<file path="src/rtl/add_pkg.sv">
// Shared encodings for the digit-serial adder/subtractor: FSM states and mode values.
package add_pkg;

  typedef enum logic [1:0] {
    IDLE = 2'd0,
    RUN  = 2'd1,
    DONE = 2'd2
  } state_e;

  localparam logic MODE_ADD = 1'b0;
  localparam logic MODE_SUB = 1'b1;

endpackage

</file>
<file path="src/rtl/digit_adder.sv">
// DIGIT-bit ripple-carry slice adder; also exposes the carry into its top bit for overflow detection.
module digit_adder #(
  parameter int DIGIT = 2
) (
  input  logic             cin,
  input  logic [DIGIT-1:0] a,
  input  logic [DIGIT-1:0] b,
  output logic [DIGIT-1:0] sum,
  output logic             cout,
  output logic             ctop
);

  logic [DIGIT:0] c;

  assign c[0] = cin;

  for (genvar i = 0; i < DIGIT; i++) begin : g_bit
    full_adder u_fa (
      .a    (a[i]),
      .b    (b[i]),
      .cin  (c[i]),
      .sum  (sum[i]),
      .cout (c[i+1])
    );
  end

  assign cout = c[DIGIT];
  assign ctop = c[DIGIT-1];

endmodule

</file>
<file path="src/rtl/full_adder.sv">
// Single-bit full adder, the building block of the digit slice adder.
module full_adder (
  input  logic a,
  input  logic b,
  input  logic cin,
  output logic sum,
  output logic cout
);

  assign sum  = a ^ b ^ cin;
  assign cout = (a & b) | (cin & (a ^ b));

endmodule

</file>
<file path="src/rtl/serial_add_sub.sv">
// Digit-serial two's-complement adder/subtractor: processes DIGIT bits per clock, LSB slice first.
module serial_add_sub
  import add_pkg::*;
#(
  parameter int WIDTH = 8,
  parameter int DIGIT = 2
) (
  input  logic             clk,
  input  logic             rst_n,
  input  logic             start,
  input  logic             M,
  input  logic [WIDTH-1:0] A,
  input  logic [WIDTH-1:0] B,
  output logic             busy,
  output logic             done,
  output logic [WIDTH-1:0] S,
  output logic             Cout,
  output logic             V
);

  localparam int N     = WIDTH / DIGIT;
  localparam int CNT_W = (N > 1) ? $clog2(N) : 1;
  localparam logic [CNT_W-1:0] LAST = CNT_W'(N - 1);

  if (WIDTH < 2 || DIGIT < 1 || (WIDTH % DIGIT) != 0) begin : g_bad_param
    $error("serial_add_sub: WIDTH must be >= 2 and an integer multiple of DIGIT");
  end

  state_e             state_q;
  logic [WIDTH-1:0]   a_q, b_q, s_q;
  logic               carry_q, cout_q, v_q;
  logic [CNT_W-1:0]   cnt_q;

  logic [DIGIT-1:0]   a_sl, b_sl, sum_sl;
  logic               c_out, c_top;

  assign a_sl = a_q[cnt_q*DIGIT +: DIGIT];
  assign b_sl = b_q[cnt_q*DIGIT +: DIGIT];

  digit_adder #(.DIGIT(DIGIT)) u_digit (
    .cin  (carry_q),
    .a    (a_sl),
    .b    (b_sl),
    .sum  (sum_sl),
    .cout (c_out),
    .ctop (c_top)
  );

  // Subtraction is A + ~B + 1: B is inverted at capture and the mode seeds the carry.
  always_ff @(posedge clk) begin
    if (!rst_n) begin
      state_q <= IDLE;
      a_q     <= '0;
      b_q     <= '0;
      s_q     <= '0;
      carry_q <= 1'b0;
      cout_q  <= 1'b0;
      v_q     <= 1'b0;
      cnt_q   <= '0;
    end else begin
      case (state_q)
        IDLE, DONE: begin
          if (start) begin
            a_q     <= A;
            b_q     <= (M == MODE_SUB) ? ~B : B;
            carry_q <= (M == MODE_SUB);
            cnt_q   <= '0;
            state_q <= RUN;
          end else begin
            state_q <= IDLE;
          end
        end
        RUN: begin
          s_q[cnt_q*DIGIT +: DIGIT] <= sum_sl;
          carry_q <= c_out;
          cnt_q   <= cnt_q + 1'b1;
          if (cnt_q == LAST) begin
            cout_q  <= c_out;
            v_q     <= c_top ^ c_out;
            state_q <= DONE;
          end
        end
        default: state_q <= IDLE;
      endcase
    end
  end

  assign busy = (state_q == RUN);
  assign done = (state_q == DONE);
  assign S    = s_q;
  assign Cout = cout_q;
  assign V    = v_q;

endmodule

</file>
<file path="config.mk">
export PLATFORM = sky130hd
export DESIGN_NAME = serial_add_sub
export DESIGN_NICKNAME = d
export VERILOG_FILES = /design/src/rtl/add_pkg.sv /design/src/rtl/digit_adder.sv /design/src/rtl/full_adder.sv /design/src/rtl/serial_add_sub.sv
export SDC_FILE = /design/constraint.sdc
export NUM_CORES = 1
export LEC_CHECK = 0
export BUFFER_PORTS_ARGS = -buffer_cell sky130_fd_sc_hd__buf_2
export CAP_MARGIN = 20
export CORE_ASPECT_RATIO = 1.5
export CORE_MARGIN = 2
export CORE_UTILIZATION = 39
export DETAILED_ROUTE_END_ITERATION = 10
export PLACE_DENSITY = 0.58
export SYNTH_ARGS = -nofsm -noshare
export SYNTH_HDL_FRONTEND = slang
export SYNTH_SLANG_ARGS = --single-unit
</file>
<file path="constraint.sdc">
create_clock -name clk -period 3.7 [get_ports clk]
set_input_delay 0.185 -clock clk [delete_from_list [all_inputs] [get_ports clk]]
set_output_delay 0.185 -clock clk [all_outputs]
set_load 0.05 [all_outputs]
</file>
==> summary.md <==
| Metric | Value |
|---|---|
| Cell Area, Synth | `~1500 um^2` |
| Mapped Cells | `around 160` |
| Drc violations | `0` |
| Vias | `1,213` |
| Worst path required time | `3.91 ns` |
| Largest stage delay, worst path | `~0.67 ns` |
| Total iterations of the first detailed-routing run | `4` |
| Sequential share of power | `49.0%` |
| Number of global-route vias before repair | `around 1,200` |
| Largest cells by area after synthesis | `dfxtp_1 41%, nand2_1 7.5%, a21oi_1 6.7%` |
| Global-route wire length before repair | `4930 um` |
| Post-CTS Resized | `0` |
| Clk pin slew, worst setup/hold paths | `0.07 ns` |
| Post-Synthesis Net Count | `about 190` |
| Switch share | `between 20% and 30%` |
| Synth Area per Inst | `9.20 um^2` |
| Reg area | `621 um^2` |
| CTS Buf Count | `5` |
| Tightest Pin Transition | `0.552 ns` |
| Yosys top cell area share | `41.4%` |
| DP Area | `1670 um^2` |
| CP Capture Type | `register` |
| Total global routing track utilization | `around 15%` |
| Lkg Pwr | `slightly above 0.7 nW` |
| Cells along the critical path | `mux4_2 > fa_1 > fa_1 > nand2_1 > or4_1 > a21oi_1` |
| Reg-to-reg setup timing slack | `roughly 0.7 ns` |
| Fmax | `between 0.3 and 0.4 GHz` |
| Setup CP Type | `reg -> reg` |
| Post-route cell area | `1750 um^2` |
| Die ar. | `4370 um^2` |
| Grt ovf | `0` |
| Total power | `around 0.00075 W` |
| Final Skew | `0.00578 ns` |
| Number of hold buffers added after CTS | `0` |
| Worst hold path type | `in -> reg` |
| H-Tree Level Count | `2` |
| Finish-stage setup viols | `0` |
| NumNets Final | `220` |
| Die width | `between 50 and 60 um` |
| Place WS | `0.711 ns` |
| Clk network pwr share | `about a third` |
| RSZ-0062 raised after global routing | `false` |
| Final wirelength | `2910 um` |
| Syn-to-layout area delta | `16.9%` |
| Worst Hold Slack | `0.133 ns` |
| I/O Pins | `32` |
| Leading area contributor after synthesis | `dfxtp_1` |
| Worst path top cell family by delay | `adder cells` |
| Synth warn | `0` |
| Synth unique cells | `32` |
| WL per Instance | `12.3 um` |
| Multi-input gate area | `a little over 800 um^2` |
| Synth Flop Type | `dfxtp_1` |
| Postcts setup bufs | `0` |
| Setup TNS Final | `0 ns` |
| Clock Root Buffer | `clkbuf_8` |
| Register area share after synthesis | `41.4%` |
| Starting density of the core | `40.7%` |
| Post-synthesis async set-or-reset flop share | `0%` |
| Clock Latency Late Sink | `0.28 ns` |
| Internal power | `0.000535 W` |
| Initial antenna violation count | `0` |
| Layout cells sized above 1 | `24.4%` |
| Period utilisation layout | `approximately four fifths` |
| EDFF count, synth | `0` |
| Hold Vio Cnt, Final | `0` |
| #FFs+latches synth | `31` |
| Die height | `80.0 um` |
| Sinks on Clock Net | `31` |
| Via-to-Cell Ratio | `5.14` |
| Routed Antenna Nets | `0` |
| Worst VDD drop | `286 uV` |
| Site Rows | `27` |
| Arrival @ worst endpoint | `approximately 3.2 ns` |
| Relative slew slack | `a little over three fifths` |
| Startpoint types | `register` |
| Fin crit period | `slightly below 3 ns` |
| Count of final max-slew check failures | `0` |
| # fillers | `388` |
| CP most frequent cell | `fa_1` |
| Maxcap violations | `0` |
| Pin count of the biggest net entering global routing | `29` |
| Pwr dens | `428 nW/um^2` |
| Worst-path maximum fanout | `14` |
| CTS tree | `done` |
| Crit-path slowest cell | `dfxtp_1` |
| Detail Placement HPWL | `2200 um` |
| Buffers on Ports | `31` |
| Outcome | `complete, no violations` |
| P_sw | `approximately 0.00022 W` |
| Setup ws final | `0.720 ns` |
| Core area | `approximately 3700 um^2` |
| Logic pwr share | `roughly 16%` |
| Longest Clk Path Bufs | `2` |
| N_diodes | `0` |
| DR iter-0 viols | `21` |
| Worst Path Buf+Inv | `0` |
| RD Place Congestion | `~0.80` |
## per-layer routing
metal	part of all wire (%)	global-route usage [%]	routed length, um
met4	1.9	6.75	55
met2	55	27.7	1620
met1	39	15.5	1130
met5	0	0	0
met3	3.9	4.49	114
## tightest hold or removal path: stages
cell and delay [ns]:
buf_2 0.09, nand2_1 0.04, a21oi_1 0.05
## per-stage QoR
step / util [%] / instances
after global routing: 47.6 / 236
after floorplan: - / 163
after CTS: 47.6 / 236
final: 47.6 / 236
after global placement: 45.2 / 228
after detailed placement: 45.2 / 228
## cells by family (layout without fill, tap and decap cells)
kind of cell | after synthesis | in the layout | share of synthesized area, %
AO/OA/AOI/OAI | 33 | 33 | 12.7
XOR/XNOR | 9 | 9 | 5.25
adder cells (fa/ha/maj) | 8 | 8 | 7.67
buffers and inverters | 15 | 45 | 4.67
flip-flops | 31 | 31 | 41.4
multiplexers | 4 | 4 | 6.01
AND/OR/NAND/NOR | 63 | 63 | 22.4
## flip-flops by register name (all words and copies together), names as in the netlist
signal,count
V,1
state_q,2
Cout,1
S,8
cnt_q,2
b_q,8
carry_q,1
a_q,8
## layout make-up
type                            count  area share, %
Clock buffer                        5           3.92
Timing Repair Buffer               32           9.27
Clock inverter                      3           1.14
Tap cell                           43           3.07
Sequential cell                    31           35.4
Multi-Input combinational cell    117           46.1
Inverter                            5           1.07
## power by group through the flow
stage | clock (W) | combinational [W] | sequential (W)
after floorplan | 0 | 0.0000939 | 0.000372
after global placement | 0 | 0.000117 | 0.000376
after detailed placement | 0 | 0.000120 | 0.000376
after CTS | 0.000269 | 0.000120 | 0.000368
after global routing | 0.000287 | 0.000133 | 0.000371
final | 0.000264 | 0.000119 | 0.000368
## synthesized netlist by cell type, types with 2 or more instances
cell       count
dfxtp_1       31
nand2_1       30
a21oi_1       20
xnor2_1        9
a211oi_1       8
nor2_1         8
ha_1           6
buf_2          5
nand3_1        5
mux4_2         4
inv_1          3
nand3b_1       3
nor2b_1        3
o21ai_0        3
buf_4          2
clkbuf_1       2
fa_1           2
nand4_1        2
nand4bb_1      2
nor4bb_1       2
or4_1          2
## worst paths after layout
kind / cells after the start / to / from
hold / removal: 3 / a_q[6]$_SDFFE_PN0P_ / A[6]
setup reg to reg: 6 / S[5]$_SDFFE_PN0P_ / cnt_q[0]$_SDFFE_PN0P_
setup / recovery: 6 / S[5]$_SDFFE_PN0P_ / cnt_q[0]$_SDFFE_PN0P_
hold reg to reg: 2 / S[0]$_SDFFE_PN0P_ / S[0]$_SDFFE_PN0P_
## layout by cell type (no fill, tap or decap)
master and instances:
a211oi_1 8, a21oi_1 20, a311oi_1 1, a31oi_1 1, and2_1 1, and3_1 1, and3b_1 1, buf_2 31
buf_4 1, clkbuf_8 5, clkinv_1 1, clkinv_2 1, clkinvlp_4 2, dfxtp_1 31, fa_1 2, ha_1 6
inv_1 3, inv_2 1, mux4_2 4, nand2_1 30, nand2b_1 1, nand2b_2 1, nand3_1 5, nand3b_1 3
nand3b_4 1, nand4_1 2, nand4bb_1 2, nor2_1 8, nor2b_1 3, nor4bb_1 2, o21ai_0 3, or4_1 2
xnor2_1 9
(Power assumes the default switching activity.)
